===== config.mk =====
export PLATFORM = sky130hd
export DESIGN_NAME = intc
export DESIGN_NICKNAME = d
export VERILOG_FILES = /design/src/rtl/intc_pkg.sv /design/src/rtl/intc_sync.sv /design/src/rtl/intc.sv
export SDC_FILE = /design/constraint.sdc
export NUM_CORES = 1
export LEC_CHECK = 0
export ABC_AREA = 1
export ABC_CLOCK_PERIOD_IN_PS = 1900
export CAP_MARGIN = 20
export CORE_MARGIN = 5
export CORE_UTILIZATION = 44
export CTS_CLUSTER_SIZE = 40
export DETAILED_ROUTE_END_ITERATION = 10
export PLACE_DENSITY = 0.79
export SETUP_SLACK_MARGIN = 0.05
export SYNTH_ARGS = -nofsm -noshare
export SYNTH_HDL_FRONTEND = slang
export SYNTH_SLANG_ARGS = --single-unit

===== constraint.sdc =====
create_clock -name clk -period 1.9 [get_ports clk]
set_input_delay 0.38 -clock clk [delete_from_list [all_inputs] [get_ports clk]]
set_output_delay 0.38 -clock clk [all_outputs]
set_load 0.03 [all_outputs]

===== src/rtl/intc_pkg.sv =====
// Shared definitions for the interrupt controller.
// - intc_reg_e      : register offsets within the controller's bus window
// - cause_t         : layout of the CAUSE register
// - CAUSE_VALID_BIT : bit position of the CAUSE valid flag
package intc_pkg;

   typedef enum logic [2:0] {
      REG_PENDING = 3'd0,
      REG_ENABLE  = 3'd1,
      REG_EDGE    = 3'd2,
      REG_CAUSE   = 3'd3,
      REG_SET     = 3'd4
   } intc_reg_e;

   typedef struct packed {
      logic        valid;
      logic [25:0] rsvd;
      logic [4:0]  idx;
   } cause_t;

   localparam int CAUSE_VALID_BIT = 31;

endpackage


===== src/rtl/intc_sync.sv =====
// One-bit synchronizer for a single interrupt source.
// Ports:
//   clk, rst : clock and asynchronous active-high reset
//   src      : raw asynchronous request line
//   sync     : synchronized level (second flop)
//   rise     : one-cycle pulse when the synchronized level goes 0 -> 1
module intc_sync (
   input  logic clk,
   input  logic rst,
   input  logic src,
   output logic sync,
   output logic rise
);

   logic s1;
   logic s2;
   logic s3;

   // s3 clears on reset, so a line held high across reset release
   // is seen as a fresh rising edge.
   always_ff @(posedge clk or posedge rst) begin
      if (rst) begin
         s1 <= 1'b0;
         s2 <= 1'b0;
         s3 <= 1'b0;
      end else begin
         s1 <= src;
         s2 <= s1;
         s3 <= s2;
      end
   end

   assign sync = s2;
   assign rise = s2 & ~s3;

endmodule


===== src/rtl/intc.sv =====
// Memory-mapped interrupt controller.
// Synchronizes NUM_SRC request lines, latches them into PENDING (edge or
// level mode per source), and raises irq while any enabled source is pending.
// Ports:
//   clk, rst      : clock and asynchronous active-high reset
//   src           : asynchronous interrupt request lines
//   cs, rd, wr    : bus chip select and strobes
//   addr          : register offset (see intc_reg_e)
//   data_in       : write data
//   data_out      : combinational read data, 0 unless cs & rd
//   irq           : interrupt request to the control unit
module intc
   import intc_pkg::*;
#(
   parameter int          NUM_SRC  = 8,
   parameter int unsigned EDGE_RST = 0
) (
   input  logic               clk,
   input  logic               rst,
   input  logic [NUM_SRC-1:0] src,
   input  logic               cs,
   input  logic               rd,
   input  logic               wr,
   input  logic [2:0]         addr,
   input  logic [31:0]        data_in,
   output logic [31:0]        data_out,
   output logic               irq
);

   localparam logic [NUM_SRC-1:0] EDGE_INIT = NUM_SRC'(EDGE_RST);

   logic [NUM_SRC-1:0] pending;
   logic [NUM_SRC-1:0] enable;
   logic [NUM_SRC-1:0] edge_mode;
   logic [NUM_SRC-1:0] sync;
   logic [NUM_SRC-1:0] rise;
   logic [NUM_SRC-1:0] active;
   logic [NUM_SRC-1:0] wdata;
   logic [NUM_SRC-1:0] set_bits;
   logic [NUM_SRC-1:0] clr_bits;
   logic [NUM_SRC-1:0] pending_nxt;
   logic               wr_en;
   logic               rd_en;
   intc_reg_e          reg_sel;
   cause_t             cause;
   logic               unused_data_hi;

   for (genvar i = 0; i < NUM_SRC; i++) begin : g_sync
      intc_sync u_sync (
         .clk  (clk),
         .rst  (rst),
         .src  (src[i]),
         .sync (sync[i]),
         .rise (rise[i])
      );
   end

   assign wr_en   = cs & wr;
   assign rd_en   = cs & rd;
   assign reg_sel = intc_reg_e'(addr);
   assign wdata   = data_in[NUM_SRC-1:0];

   // Register bits above NUM_SRC do not exist; their write data is dropped.
   assign unused_data_hi = ^data_in[31:NUM_SRC];

   assign set_bits = (wr_en && reg_sel == REG_SET)     ? wdata : '0;
   assign clr_bits = (wr_en && reg_sel == REG_PENDING) ? wdata : '0;

   // Edge sources accumulate (hardware rise or software SET win over W1C);
   // level sources simply follow the synchronized line.
   always_comb begin
      pending_nxt = (edge_mode & (rise | set_bits | (pending & ~clr_bits)))
                  | (~edge_mode & sync);
   end

   always_ff @(posedge clk or posedge rst) begin
      if (rst) begin
         pending   <= '0;
         enable    <= '0;
         edge_mode <= EDGE_INIT;
      end else begin
         pending <= pending_nxt;
         if (wr_en && reg_sel == REG_ENABLE) begin
            enable <= wdata;
         end
         if (wr_en && reg_sel == REG_EDGE) begin
            edge_mode <= wdata;
         end
      end
   end

   assign active = pending & enable;
   assign irq    = |active;

   // Lowest active index wins: scan from the top so the lowest hit is
   // the last assignment.
   always_comb begin
      cause       = '0;
      cause.valid = |active;
      for (int i = NUM_SRC - 1; i >= 0; i--) begin
         if (active[i]) begin
            cause.idx = 5'(i);
         end
      end
   end

   // Reads are combinational because the control unit loads data_out in
   // the same cycle it asserts rd.
   always_comb begin
      data_out = '0;
      if (rd_en) begin
         case (reg_sel)
            REG_PENDING: data_out = 32'(pending);
            REG_ENABLE:  data_out = 32'(enable);
            REG_EDGE:    data_out = 32'(edge_mode);
            REG_CAUSE:   data_out = cause;
            default:     data_out = '0;
         endcase
      end
   end

endmodule


-- Yosys cells after proc, flatten, opt, wreduce, memory -nomap -nowiden
Index checks and enable logic that the tools add are counted.
- $add $sub $neg: 0
- $mul: 0
- div/mod/pow operators: 0
- order comparisons: 0
- equality and inequality tests: 4
- shift-type cells: 0
- mux-type cells: 12
- bitwise operators: 27
- reduce and logical (&&, ||, !) cells: 6
- operators by type and width (kind ; count):
    one-hot mux 32 bit (4 select lines) ; 1
    two-way mux 5 bit ; 7
    bitwise AND 8 bit ; 4
    two-way mux 32 bit ; 1
    bitwise OR 8 bit ; 3
    two-way mux 8 bit ; 2
    inverter 8 bit ; 2
    bitwise AND 1 bit ; 10
    inverter 1 bit ; 8
    OR reduction 8 bit ; 1
    == test 3 x 2 -> 1 bit, second input constant ; 2
    logical AND 1 bit ; 4
    == test 3 x 1 -> 1 bit, second input constant ; 1
    == test 3 bit, second input constant ; 1
    zero test 3 bit ; 1
    two-way mux 3 bit ; 1
- register bits: 48
- latch bits: 0
- memory bits (writable): 0
- ROM bits: 0
- output and inout port bits: 33
- logic and storage cells: 76
- memories: 0

-- Longest topological paths before layout
- word-level depth: 11
- depth in mapped cells: 10
- gate-level depth less buffers: 10

-- Cells and area by module
Synthesis repeated with hierarchy kept, for this count alone.
- cell total of the unflattened synthesis: 274
- area, all modules: 2392.3 µm²
- modules (own cells, without submodules) (module ; times used ; cells each ; area each (µm²) ; sequential area each (µm²)):
    intc ; 1 ; 226 ; 1681.6 ; 600.6
    intc_sync ; 8 ; 6 ; 88.8 ; 75.1

-- Least setup slack after synthesis
OpenSTA, ideal clock, no wires.
- kind: input -> output
- start point: input port addr[0]
- end point: output port data_out[1]
- arrival time: 1.388 ns
- required time: 1.520 ns
- setup slack: 0.132 ns
- cell stages on the path: 5
- path buffers: 0
- path through: nor3_4 -> nand2_1 -> o21ai_0 -> a21oi_1 -> a21oi_1
- longest elaborated chain between the ends: 3
- ends and longest elaborated chain (element ; line ; RTL):
    start: declaration ; intc.sv:24 ; input logic [2:0] addr,
    == test 3 x 2 -> 1 bit (tied with other cells) ; intc.sv:112 ; case (reg_sel)
    one-hot mux 32 bit (4 select lines) * ; intc.sv:112 ;
    two-way mux 32 bit * ; intc.sv:111 ; if (rd_en) begin
    end: declaration ; intc.sv:26 ; output logic [31:0] data_out,
Every way passes the cells marked *; elsewhere a longest branch is shown, timed or not.

-- Final worst setup path
- start point: register enable[7]
- end point: output port data_out[0]
- longest elaborated chain between the ends: 11
- ends and longest elaborated chain (element ; line ; RTL):
    start: declaration ; intc.sv:33 ; logic [NUM_SRC-1:0] enable;
    start signal: assignment ; intc.sv:84 ; enable <= wdata;
    bitwise AND 8 bit ; intc.sv:92 ; assign active = pending & enable;
    two-way mux 3 bit ; intc.sv:101 ; if (active[i]) begin
    two-way mux 5 bit (7 in series) ; intc.sv:101 ;
    one-hot mux 32 bit (4 select lines) ; intc.sv:112 ;
    two-way mux 32 bit ; intc.sv:111 ;
Every way passes these cells.

==> out/results.tsv <==
stage	metric	value	unit
status	status	complete, no violations	
power_and_ir_drop	leakage	1.50	nW
layout	area_growth	29.5	%
clocking	clk_pin_slew_worst_paths	90	ps
synthesis	yosys_warnings	0	
synthesis	synthArstFlopShare	100	%
power_and_ir_drop	seqPwrFrac	49.6	%
critical_path	cp-end-kind	primary output	
run	maxCapViolations	0	
clocking	clock-sinks	48	
routing	routedWlPerCell	12.3	um
hold_path	hold_path_end	g_sync[2].u_sync.sync$_DFF_PP0_	
layout	final_core_util	57.9	%
power_and_ir_drop	p_int	0.00176	W
sta	period_minus_slack	1870	ps
floorplan	fp.dieW	81.3	um
hold_path	hold_depth	0	
critical_path	rrSetupSlack	790	ps
layout	multi_input_area	881	um^2
synthesis	yosys.area.top_type	dfrtp_1	
routing	vias_per_cell	4.64	
power_and_ir_drop	irDropWorstVdd	485	uV
floorplan	die_h	81.3	um
power_and_ir_drop	switching_share	29.8	%
power_and_ir_drop	power_frac_comb	22.4	%
hold_path	min_from	g_sync[2].u_sync.s1$_DFF_PP0_	
synthesis	ys_ff_latch	48	
routing	routed_wl	4.76	mm
floorplan	die-area	6610	um^2
routing	detail-route-antenna-nets	0	
sta	layout_worst_path_cycle_share	98.7	%
placed_design	dp.cells	367	
placed_design	gp_congestion	0.850	
synthesis	syn_area	2240	um^2
layout	drive_above_1_share	26.4	%
synthesis	syn_inst	257	
floorplan	start_util	44.7	%
sta	maxSlewViolCount	0	
critical_path	critPathArrivalTime	1490	ps
placed_design	portBuffers	33	
critical_path	worst_setup_path_start_kind	flop	
power_and_ir_drop	p_sw	0.000750	W
synthesis	synthMostInstantiatedCell	nand2_1	
clocking	cts_tree	yes	
sta	fin_skew	5.13	ps
sta	rsz0062_at_grt	true	
floorplan	coreArea	5010	um^2
floorplan	io_pins	81	
sta	finalHoldViolCount	0	
clocking	cts-htree-levels	2	
synthesis	yosysUniqueCellTypes	20	
sta	timing.fmax	0.533	GHz
synthesis	avgSynthCellArea	8.71	um^2
hold_path	hp-class	flop to flop	
grt	grt_pass1_wl	7.45	mm
clocking	cts_root_buf	clkbuf_8	
layout	nNetsFinal	365	
clocking	clock_latency	300	ps
floorplan	row_count	26	
clocking	clockBufferDepth	2	
critical_path	critPathKind	flop to primary output	
layout	regArea	1200	um^2
sta	setup_ws	25.2	ps
placed_design	place_ws	-325	ps
synthesis	ys_seq_area_share	53.7	%
power_and_ir_drop	power_density	867	nW/um^2
routing	first_iter_violations	170	
routing	first_pass_iters	4	
synthesis	synth_edf_count	0	
layout	n_fill_cell	453	
critical_path	required	1520	ps
critical_path	timing.rr.start	pending[6]$_DFF_PP0_	
synthesis	ys_top_cells_by_area	dfrtp_1 54%, nand2_1 14%, buf_4 7.7%	
critical_path	r2r_cells	5	
placed_design	dpl.hpwl	3.23	mm
sta	setup_viol	0	
grt	grt_pass1_vias	1714	
power_and_ir_drop	clockPowerShare	28.1	%
grt	grt-ovfl-total	0	
sta	setup_tns	0	ps
routing	vias	1799	
synthesis	synth_top_area_share	53.7	%
grt	grt_max_degree	31	
critical_path	r2r-end	pending[6]$_DFF_PP0_	
layout	final_cells	388	
layout	diodes	0	
grt	track_usage	14.6	%
clocking	cts_buffers	5	
routing	drc	0	
critical_path	worstPathMaxFanout	3	
synthesis	synth-main-ff-cell	dfrtp_1	
synthesis	synth_commonest_cells	84 x nand2_1, 48 x dfrtp_1, 25 x inv_1	
grt	antenna_found_initial	0	
[through the flow]
stage               instance area [um^2]  hold WS [ps]  power [W]
finish                              2900           351    0.00251
global route                        2900           363    0.00266
CTS                                 2770           354    0.00245
detailed placement                  2610           336    0.00173
global placement                    2610           333    0.00171
floorplan                           2320           331    0.00160
[state kept, by name (all words and copies together), names as in the netlist]
name	count
g_sync.u_sync.s3	8
enable	8
g_sync.u_sync.s1	8
edge_mode	8
g_sync.u_sync.sync	8
pending	8
[worst max-delay path by stage]
stage,slack (ps),cells past startpoint,endpoint,from
after global placement,-330,9,data_out[6],addr[0]
after CTS,50,10,data_out[0],pending[6]$_DFF_PP0_
final,30,11,data_out[0],enable[7]$_DFFE_PP0P_
after detailed placement,-320,9,data_out[6],addr[0]
after global routing,-120,11,data_out[0],enable[7]$_DFFE_PP0P_
after floorplan,130,5,data_out[1],addr[0]
[critical path, stage by stage (launching register included)]
cell	delay, ps
dfrtp_1	380
nand2_2	80
inv_1	50
nand2_1	50
nand2_1	70
nand2_1	50
nand2_1	50
nand2_1	50
nand2_1	60
nand2_1	60
a21oi_2	150
buf_6	150
[cells by family (layout without fill, tap and decap cells)]
| family | after synthesis | count (layout) | share of synthesized area [%] |
|---|---|---|---|
| compound gates | 45 | 45 | 12.0 |
| simple gates | 111 | 111 | 21.0 |
| buf+inv | 52 | 91 | 13.2 |
| flops | 48 | 48 | 53.7 |
| other cells | 1 | 23 | 0.168 |
[cell type report]
class | instances | area share (%)
Tap cell | 70 | 3.02
Clock buffer | 6 | 2.50
Sequential cell | 48 | 41.4
Timing Repair Buffer | 56 | 18.0
Clock inverter | 2 | 1.21
Multi-Input combinational cell | 179 | 30.4
Inverter | 27 | 3.50
[routing by layer]
metal  up-vias  wire length [um]  track usage (%)
met5         -                 0                0
met4         0               116             5.41
met3        11               367             3.33
met2        73              2360             23.7
met1       838              1910             18.9
li1        877                 -                -
[what timing repair did]
| item | in CTS | in global routing |
|---|---|---|
| setup endpoints to repair | 10 | 9 |
| resized for setup | 26 | 30 |
| cloned | 0 | 0 |
| buffers inserted | 7 | 6 |
| hold buffers | 0 | 0 |
| endpoints found under the hold margin | 0 | 0 |
| pin swaps | 4 | 14 |
[power by group through the flow]
stage,logic (W),clock network (W),registers [W]
6_report,0.000563,0.000705,0.00125
5_1_grt,0.000628,0.000770,0.00126
4_1_cts,0.000500,0.000722,0.00123
3_5_place_dp,0.000478,0,0.00125
3_3_place_gp,0.000466,0,0.00125
2_1_floorplan,0.000373,0,0.00123
[placed cells by master, fill, tap and decap left out, drive strengths merged]
cell,count
nand2,89
dfrtp,48
buf,36
o21ai,28
inv,27
conb,23
clkdlybuf4s50,20
nor2,14
a21oi,12
nand3,6
clkbuf,6
a21boi,4
nand4,1
nor3,1
o211ai,1
bufinv,1
clkinv,1
Power figures use the tool's default switching activity.
